$ cat src/rtl/hazard_ctrl_pkg.sv
// ============================================================================
// Module      : hazard_ctrl_pkg
// Description : Shared encodings, stall/flush vector type and helper functions
//               for the 5-stage pipeline hazard controller.
// Revision    : 1.0 - initial release
// ============================================================================
`default_nettype none

package hazard_ctrl_pkg;

  localparam logic [1:0] FWD_NONE = 2'b00;
  localparam logic [1:0] FWD_M    = 2'b01;
  localparam logic [1:0] FWD_W    = 2'b10;

  localparam logic [1:0] DIV_IDLE = 2'd0;
  localparam logic [1:0] DIV_BUSY = 2'd1;
  localparam logic [1:0] DIV_DONE = 2'd2;

  typedef struct packed {
    logic stall_f;
    logic stall_d;
    logic stall_e;
    logic stall_m;
    logic flush_d;
    logic flush_e;
    logic flush_m;
    logic flush_w;
  } pipe_ctrl_t;

  // Winning hazard cause for the current cycle, lowest to highest priority
  typedef enum logic [2:0] {
    CAUSE_NONE,
    CAUSE_BR,
    CAUSE_LOAD,
    CAUSE_DIV,
    CAUSE_MEM,
    CAUSE_EXC
  } cause_e;

  function automatic logic [1:0] fwd_sel(input logic hit_m, input logic hit_w);
    return hit_m ? FWD_M : (hit_w ? FWD_W : FWD_NONE);
  endfunction

  function automatic pipe_ctrl_t ctrl_for(input cause_e cause);
    pipe_ctrl_t c;
    c = '0;
    case (cause)
      CAUSE_EXC: begin
        c.flush_d = 1'b1;
        c.flush_e = 1'b1;
        c.flush_m = 1'b1;
      end
      CAUSE_MEM: begin
        c.stall_f = 1'b1;
        c.stall_d = 1'b1;
        c.stall_e = 1'b1;
        c.stall_m = 1'b1;
        c.flush_w = 1'b1;
      end
      CAUSE_DIV, CAUSE_LOAD: begin
        c.stall_f = 1'b1;
        c.stall_d = 1'b1;
        c.stall_e = 1'b1;
        c.flush_m = 1'b1;
      end
      CAUSE_BR: begin
        c.stall_f = 1'b1;
        c.stall_d = 1'b1;
        c.flush_e = 1'b1;
      end
      default: c = '0;
    endcase
    return c;
  endfunction

endpackage

`default_nettype wire

$ cat src/rtl/hazard_ctrl_if.sv
// ============================================================================
// Module      : hazard_ctrl_if
// Description : Datapath <-> hazard controller signal bundle.
// Revision    : 1.0 - initial release
// ============================================================================
`default_nettype none

interface hazard_ctrl_if #(
  parameter int REG_AW = 5
);
  logic [REG_AW-1:0] rsD;
  logic [REG_AW-1:0] rtD;
  logic              branchD;
  logic [REG_AW-1:0] rsE;
  logic [REG_AW-1:0] rtE;
  logic              reg_write_enE;
  logic [REG_AW-1:0] reg_writeE;
  logic              reg_write_enM;
  logic [REG_AW-1:0] reg_writeM;
  logic              mem_read_enM;
  logic              reg_write_enW;
  logic [REG_AW-1:0] reg_writeW;
  logic              div_opE;
  logic              d_mem_stall;
  logic              flush_exc;

  logic              stallF;
  logic              stallD;
  logic              stallE;
  logic              stallM;
  logic              flushD;
  logic              flushE;
  logic              flushM;
  logic              flushW;
  logic [1:0]        forward_aE;
  logic [1:0]        forward_bE;
  logic              forward_aD;
  logic              forward_bD;
  logic              div_busy;

  // Datapath side
  modport master (
    output rsD, rtD, branchD, rsE, rtE, reg_write_enE, reg_writeE,
           reg_write_enM, reg_writeM, mem_read_enM, reg_write_enW, reg_writeW,
           div_opE, d_mem_stall, flush_exc,
    input  stallF, stallD, stallE, stallM, flushD, flushE, flushM, flushW,
           forward_aE, forward_bE, forward_aD, forward_bD, div_busy
  );

  // Hazard controller side
  modport slave (
    input  rsD, rtD, branchD, rsE, rtE, reg_write_enE, reg_writeE,
           reg_write_enM, reg_writeM, mem_read_enM, reg_write_enW, reg_writeW,
           div_opE, d_mem_stall, flush_exc,
    output stallF, stallD, stallE, stallM, flushD, flushE, flushM, flushW,
           forward_aE, forward_bE, forward_aD, forward_bD, div_busy
  );
endinterface

`default_nettype wire

$ cat src/rtl/hazard_ctrl_div_stall_fsm.sv
// ============================================================================
// Module      : div_stall_fsm
// Description : Holds E for the multi-cycle divider, then gives one DONE cycle.
// Revision    : 1.0 - initial release
// ============================================================================
`default_nettype none

module div_stall_fsm
  import hazard_ctrl_pkg::*;
#(
  parameter int DIV_LAT = 32
) (
  input  logic clk,
  input  logic rst,
  input  logic div_opE,
  input  logic abort,
  input  logic hold,
  output logic div_stall,
  output logic div_busy
);

  localparam int              CW       = $clog2(DIV_LAT + 1);
  localparam logic [CW-1:0]   CNT_INIT = CW'(DIV_LAT - 1);
  localparam logic [CW-1:0]   CNT_LAST = CW'(1);

  logic [1:0]    r_state;
  logic [CW-1:0] r_cnt;
  logic          w_start;

  assign w_start = (r_state == DIV_IDLE) && div_opE;

  always_ff @(posedge clk) begin
    if (rst || abort) begin
      r_state <= DIV_IDLE;
      r_cnt   <= '0;
    end else begin
      case (r_state)
        DIV_IDLE: begin
          if (div_opE) begin
            r_state <= DIV_BUSY;
            r_cnt   <= CNT_INIT;
          end
        end
        // The divider keeps running while memory stalls the pipe
        DIV_BUSY: begin
          r_cnt <= r_cnt - CW'(1);
          if (r_cnt == CNT_LAST) r_state <= DIV_DONE;
        end
        DIV_DONE: begin
          if (!hold) r_state <= DIV_IDLE;
        end
        default: r_state <= DIV_IDLE;
      endcase
    end
  end

  assign div_stall = w_start || (r_state == DIV_BUSY);
  // Busy covers the issue cycle as well, so a divide reports DIV_LAT+1 cycles
  assign div_busy  = (w_start && !abort && !rst) || (r_state != DIV_IDLE);

endmodule

`default_nettype wire

$ cat src/rtl/hazard_ctrl.sv
// ============================================================================
// Module      : hazard_ctrl
// Description : Forwarding selects and prioritised stall/flush for F/D/E/M/W.
// Revision    : 1.0 - initial release
// ============================================================================
`default_nettype none

module hazard_ctrl
  import hazard_ctrl_pkg::*;
#(
  parameter int REG_AW  = 5,
  parameter int DIV_LAT = 32
) (
  input  logic         clk,
  input  logic         rst,
  hazard_ctrl_if.slave hz
);

  localparam logic [REG_AW-1:0] ZERO_REG = '0;

  logic       w_rsE_nz, w_rtE_nz, w_rsD_nz, w_rtD_nz;
  logic       w_load_use, w_br_stall, w_div_stall, w_div_busy;
  logic       w_br_e, w_br_m;
  cause_e     w_cause;
  pipe_ctrl_t w_ctrl;

  assign w_rsE_nz = (hz.rsE != ZERO_REG);
  assign w_rtE_nz = (hz.rtE != ZERO_REG);
  assign w_rsD_nz = (hz.rsD != ZERO_REG);
  assign w_rtD_nz = (hz.rtD != ZERO_REG);

  assign hz.forward_aE = fwd_sel(w_rsE_nz && hz.reg_write_enM && (hz.rsE == hz.reg_writeM),
                                 w_rsE_nz && hz.reg_write_enW && (hz.rsE == hz.reg_writeW));
  assign hz.forward_bE = fwd_sel(w_rtE_nz && hz.reg_write_enM && (hz.rtE == hz.reg_writeM),
                                 w_rtE_nz && hz.reg_write_enW && (hz.rtE == hz.reg_writeW));

  // A load result is not available in M, so the branch compare cannot take it
  assign hz.forward_aD = w_rsD_nz && hz.reg_write_enM && (hz.rsD == hz.reg_writeM) && !hz.mem_read_enM;
  assign hz.forward_bD = w_rtD_nz && hz.reg_write_enM && (hz.rtD == hz.reg_writeM) && !hz.mem_read_enM;

  assign w_load_use = hz.mem_read_enM && hz.reg_write_enM &&
                      ((w_rsE_nz && (hz.rsE == hz.reg_writeM)) ||
                       (w_rtE_nz && (hz.rtE == hz.reg_writeM)));

  assign w_br_e = hz.reg_write_enE && (hz.reg_writeE != ZERO_REG) &&
                  ((hz.rsD == hz.reg_writeE) || (hz.rtD == hz.reg_writeE));
  assign w_br_m = hz.mem_read_enM && (hz.reg_writeM != ZERO_REG) &&
                  ((hz.rsD == hz.reg_writeM) || (hz.rtD == hz.reg_writeM));
  assign w_br_stall = hz.branchD && (w_br_e || w_br_m);

  div_stall_fsm #(
    .DIV_LAT (DIV_LAT)
  ) u_div_fsm (
    .clk       (clk),
    .rst       (rst),
    .div_opE   (hz.div_opE),
    .abort     (hz.flush_exc),
    .hold      (hz.d_mem_stall),
    .div_stall (w_div_stall),
    .div_busy  (w_div_busy)
  );

  always_comb begin
    w_cause = CAUSE_NONE;
    if (rst)                  w_cause = CAUSE_NONE;
    else if (hz.flush_exc)    w_cause = CAUSE_EXC;
    else if (hz.d_mem_stall)  w_cause = CAUSE_MEM;
    else if (w_div_stall)     w_cause = CAUSE_DIV;
    else if (w_load_use)      w_cause = CAUSE_LOAD;
    else if (w_br_stall)      w_cause = CAUSE_BR;
  end

  assign w_ctrl = ctrl_for(w_cause);

  assign hz.stallF   = w_ctrl.stall_f;
  assign hz.stallD   = w_ctrl.stall_d;
  assign hz.stallE   = w_ctrl.stall_e;
  assign hz.stallM   = w_ctrl.stall_m;
  assign hz.flushD   = w_ctrl.flush_d;
  assign hz.flushE   = w_ctrl.flush_e;
  assign hz.flushM   = w_ctrl.flush_m;
  assign hz.flushW   = w_ctrl.flush_w;
  assign hz.div_busy = w_div_busy;

endmodule

`default_nettype wire

$ cat src/flat_wrapper.sv
// flat-port wrapper written by rule: the top's interface ports become plain ports
module hazard_ctrl_flat import hazard_ctrl_pkg::*;
#(
  parameter int REG_AW  = 5,
  parameter int DIV_LAT = 32
)
  (clk, rst, hz_rsD, hz_rtD, hz_branchD, hz_rsE, hz_rtE, hz_reg_write_enE, hz_reg_writeE, hz_reg_write_enM, hz_reg_writeM, hz_mem_read_enM, hz_reg_write_enW, hz_reg_writeW, hz_div_opE, hz_d_mem_stall, hz_flush_exc, hz_stallF, hz_stallD, hz_stallE, hz_stallM, hz_flushD, hz_flushE, hz_flushM, hz_flushW, hz_forward_aE, hz_forward_bE, hz_forward_aD, hz_forward_bD, hz_div_busy);
  hazard_ctrl_if #(.REG_AW(REG_AW)) hz_i ();
  input  logic clk;
  input  logic rst;
  input wire logic [$bits(hz_i.rsD)-1:0] hz_rsD;
  input wire logic [$bits(hz_i.rtD)-1:0] hz_rtD;
  input wire logic [$bits(hz_i.branchD)-1:0] hz_branchD;
  input wire logic [$bits(hz_i.rsE)-1:0] hz_rsE;
  input wire logic [$bits(hz_i.rtE)-1:0] hz_rtE;
  input wire logic [$bits(hz_i.reg_write_enE)-1:0] hz_reg_write_enE;
  input wire logic [$bits(hz_i.reg_writeE)-1:0] hz_reg_writeE;
  input wire logic [$bits(hz_i.reg_write_enM)-1:0] hz_reg_write_enM;
  input wire logic [$bits(hz_i.reg_writeM)-1:0] hz_reg_writeM;
  input wire logic [$bits(hz_i.mem_read_enM)-1:0] hz_mem_read_enM;
  input wire logic [$bits(hz_i.reg_write_enW)-1:0] hz_reg_write_enW;
  input wire logic [$bits(hz_i.reg_writeW)-1:0] hz_reg_writeW;
  input wire logic [$bits(hz_i.div_opE)-1:0] hz_div_opE;
  input wire logic [$bits(hz_i.d_mem_stall)-1:0] hz_d_mem_stall;
  input wire logic [$bits(hz_i.flush_exc)-1:0] hz_flush_exc;
  output wire logic [$bits(hz_i.stallF)-1:0] hz_stallF;
  output wire logic [$bits(hz_i.stallD)-1:0] hz_stallD;
  output wire logic [$bits(hz_i.stallE)-1:0] hz_stallE;
  output wire logic [$bits(hz_i.stallM)-1:0] hz_stallM;
  output wire logic [$bits(hz_i.flushD)-1:0] hz_flushD;
  output wire logic [$bits(hz_i.flushE)-1:0] hz_flushE;
  output wire logic [$bits(hz_i.flushM)-1:0] hz_flushM;
  output wire logic [$bits(hz_i.flushW)-1:0] hz_flushW;
  output wire logic [$bits(hz_i.forward_aE)-1:0] hz_forward_aE;
  output wire logic [$bits(hz_i.forward_bE)-1:0] hz_forward_bE;
  output wire logic [$bits(hz_i.forward_aD)-1:0] hz_forward_aD;
  output wire logic [$bits(hz_i.forward_bD)-1:0] hz_forward_bD;
  output wire logic [$bits(hz_i.div_busy)-1:0] hz_div_busy;
  assign hz_i.rsD = hz_rsD;
  assign hz_i.rtD = hz_rtD;
  assign hz_i.branchD = hz_branchD;
  assign hz_i.rsE = hz_rsE;
  assign hz_i.rtE = hz_rtE;
  assign hz_i.reg_write_enE = hz_reg_write_enE;
  assign hz_i.reg_writeE = hz_reg_writeE;
  assign hz_i.reg_write_enM = hz_reg_write_enM;
  assign hz_i.reg_writeM = hz_reg_writeM;
  assign hz_i.mem_read_enM = hz_mem_read_enM;
  assign hz_i.reg_write_enW = hz_reg_write_enW;
  assign hz_i.reg_writeW = hz_reg_writeW;
  assign hz_i.div_opE = hz_div_opE;
  assign hz_i.d_mem_stall = hz_d_mem_stall;
  assign hz_i.flush_exc = hz_flush_exc;
  assign hz_stallF = hz_i.stallF;
  assign hz_stallD = hz_i.stallD;
  assign hz_stallE = hz_i.stallE;
  assign hz_stallM = hz_i.stallM;
  assign hz_flushD = hz_i.flushD;
  assign hz_flushE = hz_i.flushE;
  assign hz_flushM = hz_i.flushM;
  assign hz_flushW = hz_i.flushW;
  assign hz_forward_aE = hz_i.forward_aE;
  assign hz_forward_bE = hz_i.forward_bE;
  assign hz_forward_aD = hz_i.forward_aD;
  assign hz_forward_bD = hz_i.forward_bD;
  assign hz_div_busy = hz_i.div_busy;
  hazard_ctrl #(.REG_AW(REG_AW), .DIV_LAT(DIV_LAT)) u_core (.clk(clk), .rst(rst), .hz(hz_i));
endmodule
$ cat config.mk
export PLATFORM = sky130hd
export DESIGN_NAME = hazard_ctrl_flat
export DESIGN_NICKNAME = d
export VERILOG_FILES = /design/src/rtl/hazard_ctrl_pkg.sv /design/src/rtl/hazard_ctrl_if.sv /design/src/rtl/hazard_ctrl_div_stall_fsm.sv /design/src/rtl/hazard_ctrl.sv /design/src/flat_wrapper.sv
export SDC_FILE = /design/constraint.sdc
export NUM_CORES = 1
export LEC_CHECK = 0
export ABC_AREA = 1
export BUFFER_PORTS_ARGS = -buffer_cell sky130_fd_sc_hd__buf_2
export CORE_MARGIN = 2
export CORE_UTILIZATION = 40
export CTS_CLUSTER_DIAMETER = 60
export DETAILED_ROUTE_END_ITERATION = 7
export PLACE_DENSITY = 0.74
export SYNTH_ARGS = -nofsm -noshare
export SYNTH_HDL_FRONTEND = slang
export SYNTH_SLANG_ARGS = --single-unit
$ cat constraint.sdc
create_clock -name clk -period 1.5 [get_ports clk]
set_clock_uncertainty 0.2 [all_clocks]
set_input_delay 0.15 -clock clk [delete_from_list [all_inputs] [get_ports clk]]
set_output_delay 0.15 -clock clk [all_outputs]
set_load 0.1 [all_outputs]
==> results_dict.tcl, run 1 <==
set metrics [dict create \
    rsz0062_at_grt "yes" \
    slowest_stage "nand3_1" \
    grt_max_degree 7 \
    drv_slew 0 \
    fmax_mhz 474 \
    synth_area_leaders "nand2_1 (22%), dfxtp_1 (13%), inv_1 (11%)" \
    yosysSeqAreaShare_pct 13.2 \
    grt.overflow.total 0 \
    tightest_slew_ns 0.534 \
    track_usage_pct 29.7 \
    drt-wirelength-per-cell_microns 21.3 \
    cts-htree-levels 1 \
    syn_to_final_growth_pct 124 \
    holdPathStages 4 \
    dr_total_vias 2151 \
    hp-class "in -> reg" \
    violations "negative setup slack" \
    ant_nets 0 \
    combPwrFrac_pct 69.5 \
    first_iter_violations 234 \
    status "complete, but fails checks" \
    worstSetupEndpointType "output port" \
    setup-violations-final 17 \
    place_hpwl_mm 3.18 \
    min_from "hz_div_opE" \
    timing.slew.headroom_pct 64.1 \
    clk_latency_ns 0.26 \
    grt_antenna_before_repair 0 \
    clk_pin_slew_ns 0.06 \
    synth_top_area_share_pct 21.7 \
    final_layout_size_suffix_gt1_share_pct 60.6 \
    cts.sink_count 8 \
    tns_ns -5.66 \
    synth_area_per_cell_sq_um 5.39 \
    busiest_layer "met2" \
    cap_violations 0 \
    syn_nets 272 \
    wl_mm 7.60 \
    fp-row-count 19 \
    synth.cell_area_sq_um 1210 \
    synthFlopType "dfxtp_1" \
    crit_type "in -> out" \
    synth-seq-cells 8 \
    syn-instance-count 225 \
    grt_pass1_vias 1828 \
    synth-edff-count 0 \
    path_buf_inv 4 \
    min_to "u_core.u_div_fsm.r_state[0]$_SDFFE_PP0P_" \
    numCtsBuffers 3 \
    r2r_end "u_core.u_div_fsm.r_cnt[5]$_SDFFE_PP0P_" \
    required_ns 1.15 \
    cts_tree "built" \
    crit_path_max_fanout 5 \
    netSwitchingPower_mw 0.634 \
    async_reset_ff_share_pct 0 \
    yosysWarningCount 0 \
    p_int_mw 0.703 \
    crit_chain "buf_12 > clkinv_8 > nand2_2 > nand2_1 > nor2_1 > nand3_1 > nand2_1 > nand2_1 > nand2_2 > nand3_2 > nand2_2 > nand2_2 > nand2_4 > nand3_4 > clkinvlp_4 > buf_12" \
    portBuffers 59 \
    fin_crit_sh_pct 141 \
    vdd_drop_max_mv 0.307 \
    finalHoldViolations 0 \
    synth.largest_area_cell "nand2_1" \
    die_area_sq_um 3490 \
    dieWidth_microns 59.1 \
    seqPwrFrac_pct 17.6 \
    cp.depth 16 \
    root_buffer "clkbuf_4" \
    synth_cell_types 33 \
    use_met1_pct 30.0 \
    num_antenna_cells 0 \
    worstPathArrival_ns 1.76 \
    dr.pass1.iters 5 \
    use_met2_pct 58.6 \
    clockPowerShare_pct 12.9 \
    timing.hold.ws_ns 0.134 \
    via_per_inst 6.04 \
    fin_nets 374 \
    io_pins 60 \
    coreArea_sq_um 2830 \
    path_delay_family "simple AND/OR/NAND/NOR gates" \
    use_met3_pct 5.24 \
    reg2reg_from "u_core.u_div_fsm.r_state[1]$_SDFFE_PP0P_" \
    worstSetupStartpointType "input pin" \
    critical-path-max-stage-delay_ns 0.17 \
    grt_first_pass_wirelength_mm 7.80 \
    power_density_nw_per_um2 493 \
    worst_slack_ns -0.609 \
    r2r_slack_ns -0.25 \
    die_y_microns 59.1 \
    power.leakage_nw 1.30 \
    sw_frac_of_total_pct 47.4 \
    start_util_pct 42.9 \
    gp_routability_congestion 0.846 \
    clk_path_buf_depth 2 \
    r2r_cells 8 \
    period_needed_ns 2.11 \
    worst_path_most_repeated_cell "nand2_2" \
    post-route-drc-count 0 \
]
==> through the flow <==
step	setup slack, ns	total power, mW	cell area (sq um)	cells	utilization, %
floorplan	-0.571	0.623	1360	225	-
global placement	-0.378	0.881	2090	342	73.9
detailed placement	-0.396	0.892	2090	342	73.9
CTS	-0.381	1.13	2370	353	83.7
global route	-0.639	1.38	2710	356	95.9
finish	-0.609	1.34	2710	356	95.9
==> state kept, by name, summed over array words and instances, names as in the netlist <==
register,count
u_core.u_div_fsm.r_cnt,6
u_core.u_div_fsm.r_state,2
==> cells by family (layout without fill, tap and decap cells) <==
logic type	after synthesis	after routing	synth area share, %
adder cells (fa/ha/maj)	2	2	2.06
AO/OA/AOI/OAI	24	24	12.8
flip-flops	8	8	13.2
buffers and inverters	42	142	13.7
AND/OR/NAND/NOR	130	130	44.5
XOR/XNOR	19	19	13.7
==> cell usage in the layout (no fill, tap or decap), types with 2 or more instances in the layout <==
cell      instances
nand2_1          40
buf_4            36
nand2_2          25
buf_2            20
buf_6            19
nor2_1           18
buf_12           18
inv_1            17
inv_2            14
nor2_4           11
xnor2_1           8
nor2_2            7
xor2_1            6
nand2_4           6
buf_8             6
dfxtp_1           6
inv_4             5
nand3_1           5
nand3_2           5
nor3_1            4
o21ai_0           3
xor2_2            3
clkbuf_4          3
o21ai_1           2
nand4_1           2
a311oi_4          2
a21oi_2           2
a31oi_1           2
a21oi_1           2
a211oi_1          2
ha_1              2
dfxtp_2           2
==> area by class of cell <==
class | instances | area, sq um
clock buffer | 3 | 22.5
inverter | 39 | 180
multi-input combinational | 175 | 1260
sequential | 8 | 163
fill | 67 | 115
timing repair buffer | 100 | 1040
tap | 31 | 38.8
==> synthesized netlist by cell type, types with 4 or more instances <==
cell,number
nand2_1,70
inv_1,35
nor2_1,34
nand3_1,10
xnor2_1,10
xor2_1,9
dfxtp_1,8
o21ai_0,6
nor3_1,5
a21oi_1,4
inv_2,4
==> routing by layer <==
layer	share of wire (%)	up-vias
met3	7.1	64
met5	0	-
met2	51	191
li1	-	908
met1	34	988
met4	7.8	0
==> worst reg2reg max path, cell delays in order, from the launching register on <==
cell	delay (ns)
dfxtp_2	0.33
buf_6	0.12
nor2_4	0.15
buf_6	0.14
nand3_2	0.06
or2_1	0.27
nor2_2	0.11
a21oi_1	0.05
a211oi_1	0.23
==> power groups by stage <==
stage / logic (mW) / registers (mW) / clock network, mW
floorplan: 0.391 / 0.233 / 0
finish: 0.929 / 0.236 / 0.173
global route: 0.955 / 0.235 / 0.192
detailed placement: 0.657 / 0.234 / 0
CTS: 0.730 / 0.231 / 0.168
global placement: 0.648 / 0.234 / 0
==> worst max path at each step <==
stage | startpoint | to | slack (ns)
floorplan | hz_reg_writeM[4] | hz_stallF | -0.57
global route | hz_rsE[2] | hz_stallD | -0.64
CTS | hz_rsE[4] | hz_flushM | -0.38
global placement | hz_reg_writeM[1] | hz_flushE | -0.38
finish | hz_reg_writeM[3] | hz_flushD | -0.61
detailed placement | hz_rsE[2] | hz_flushM | -0.40
==> repair_timing <==
| action | in CTS | in global routing |
|---|---|---|
| setup buffers | 14 | 7 |
| pin swaps | 29 | 55 |
| gates resized for setup | 51 | 103 |
| endpoints found under the hold margin | 1 | 0 |
| setup endpoints to repair | 13 | 18 |
| hold buffers | 1 | 0 |
(Power assumes the default switching activity.)
==> run 2, diff against run 1 <==
==> constraint.sdc (replaced) <==
create_clock -name clk -period 1.5 [get_ports clk]
set_clock_uncertainty 0.2 [all_clocks]
set_input_delay 0.075 -clock clk [delete_from_list [all_inputs] [get_ports clk]]
set_output_delay 0.075 -clock clk [all_outputs]
set_load 0.1 [all_outputs]
==> run 2 against run 1 <==
  * The run ends with design-rule violations, negative setup slack left
  * Combinational power shrank 7.9%
  * Cell count shrank 0.56%
  * Sequential cell count is the same
  * Global-route usage shrank 3.6 points
  * Register-to-register slack gained 0.11 ns
  * Wire length shrank 13%
  * Die area is the same
  * Utilization shrank 5.4 points
  * Critical path depth shrank 7
  * Worst hold slack lost 0.12 ns
  * Critical path type is now reg -> out
==> results_dict.tcl, run 2 (same netlist as run 1, synthesis figures left out) <==
set metrics [dict create \
    period_needed_ns 1.89 \
    clk_pin_slew_ns 0.06 \
    holdPathStages 4 \
    worstPathArrival_ns 1.62 \
    vdd_drop_max_mv 0.320 \
    status "complete, but fails checks" \
    grt_max_degree 7 \
    place_hpwl_mm 3.35 \
    num_antenna_cells 0 \
    hp-class "in -> reg" \
    tightest_slew_ns 0.420 \
    io_pins 60 \
    fin_nets 372 \
    die_y_microns 59.1 \
    worst_slack_ns -0.394 \
    timing.slew.headroom_pct 71.8 \
    pre_cts_ws_ns -0.314 \
    syn_to_final_growth_pct 111 \
    start_util_pct 42.9 \
    track_usage_pct 26.1 \
    cts_tree "built" \
    fp-row-count 19 \
    root_buffer "clkbuf_4" \
    grt_first_pass_wirelength_mm 7.02 \
    cts-htree-levels 1 \
    layout_commonest_cell "nand2_1" \
    ant_nets 0 \
    r2r_slack_ns -0.14 \
    clk_path_buf_depth 2 \
    worstSetupEndpointType "output port" \
    clk_latency_ns 0.28 \
    min_from "hz_div_opE" \
    drt-wirelength-per-cell_microns 18.7 \
    setup-violations-final 12 \
    final_cell_mix "nand2_1 (51), buf_4 (34), buf_2 (25), nor2_1 (24), inv_1 (20)" \
    numCtsBuffers 3 \
    finalHoldViolations 0 \
    r2r_cells 8 \
    cap_violations 0 \
    fmax_mhz 528 \
    power.leakage_nw 1.25 \
    required_ns 1.22 \
    dr.pass1.iters 8 \
    crit_path_max_fanout 3 \
    timing.hold.ws_ns 0.00890 \
    fin_crit_sh_pct 126 \
    post-route-drc-count 1 \
    top_regs "u_core.u_div_fsm.r_cnt x6, u_core.u_div_fsm.r_state x2" \
    die_area_sq_um 3490 \
    dpl.cell_count 344 \
    crit_type "reg -> out" \
    r2r_end "u_core.u_div_fsm.r_cnt[5]$_SDFFE_PP0P_" \
    grt_pass1_vias 1770 \
    grt_antenna_before_repair 0 \
    reg2reg_from "u_core.u_div_fsm.r_state[0]$_SDFFE_PP0P_" \
    gp_routability_congestion 0.894 \
    violations "design-rule violations, negative setup slack" \
    top_register "u_core.u_div_fsm.r_cnt" \
    grt.overflow.total 0 \
    final_layout_size_suffix_gt1_share_pct 53.3 \
    drv_slew 0 \
    tns_ns -2.80 \
    worstSetupStartpointType "flop" \
    min_to "u_core.u_div_fsm.r_state[0]$_SDFFE_PP0P_" \
    via_per_inst 6.02 \
    power_density_nw_per_um2 499 \
    power_mw 1.28 \
    portBuffers 59 \
    final_cells 354 \
    first_iter_violations 143 \
    dr_total_vias 2132 \
    dieWidth_microns 59.1 \
    cts.sink_count 8 \
    largest_reg_flops 6 \
    wl_mm 6.61 \
    coreArea_sq_um 2830 \
    n_fill_cell 112 \
    rsz0062_at_grt "yes" \
]
==> run 2: how the worst max path moves through the flow <==
stage	from	to	slack (ns)
6_report	u_core.u_div_fsm.r_state[1]$_SDFFE_PP0P_	hz_stallF	-0.39
5_1_grt	hz_rsE[4]	hz_flushE	-0.51
4_1_cts	u_core.u_div_fsm.r_state[1]$_SDFFE_PP0P_	hz_flushM	-0.32
3_5_place_dp	hz_rsE[2]	hz_flushD	-0.31
3_3_place_gp	hz_rsE[2]	hz_flushE	-0.27
2_1_floorplan	hz_reg_writeM[4]	hz_stallF	-0.43
==> run 2: layout make-up <==
| class | instances | area [sq um] | share of cell area, % |
|---|---|---|---|
| clock buffer | 3 | 22.5 | 0.879 |
| sequential | 8 | 168 | 6.55 |
| inverter | 39 | 173 | 6.74 |
| multi-input combinational | 175 | 1160 | 45.5 |
| timing repair buffer | 98 | 995 | 38.8 |
| tap | 31 | 38.8 | 1.51 |
==> run 2: what timing repair did <==
action / CTS / global route
endpoints found under the hold margin: 2 / 0
gates resized for setup: 27 / 90
hold buffers: 1 / 0
pin swaps: 17 / 41
endpoints found under the setup margin: 12 / 16
buffers inserted: 3 / 4
==> run 2: per-layer routing <==
metal,part of all wire [%],vias up,global-route usage (%)
met1,32,957,27.8
met4,7.0,0,11.7
met2,51,206,51.1
met5,0,-,0
met3,9.6,68,2.40
li1,-,901,-
==> run 2: critical path, stage by stage (launching register included) <==
cell	delay, ns
dfxtp_4	0.38
nor2_4	0.04
nand2_2	0.07
inv_2	0.06
nor2_4	0.13
nand2_1	0.09
nand2_2	0.11
o21ai_4	0.08
a21o_4	0.22
buf_12	0.16
==> run 2: through the flow <==
| stage | utilization, % | area (sq um) |
|---|---|---|
| after floorplan | - | 1360 |
| after global placement | 74.3 | 2100 |
| after detailed placement | 74.3 | 2100 |
| after CTS | 79.7 | 2260 |
| after global routing | 90.5 | 2560 |
| final | 90.5 | 2560 |
==> run 2: report_power, final <==
group / internal (mW) / leakage (nW) / total [mW] / switching, mW
registers: 0.220 / 0.0670 / 0.230 / 0.0101
logic: 0.360 / 1.17 / 0.856 / 0.496
clock network: 0.0931 / 0.0138 / 0.191 / 0.0976
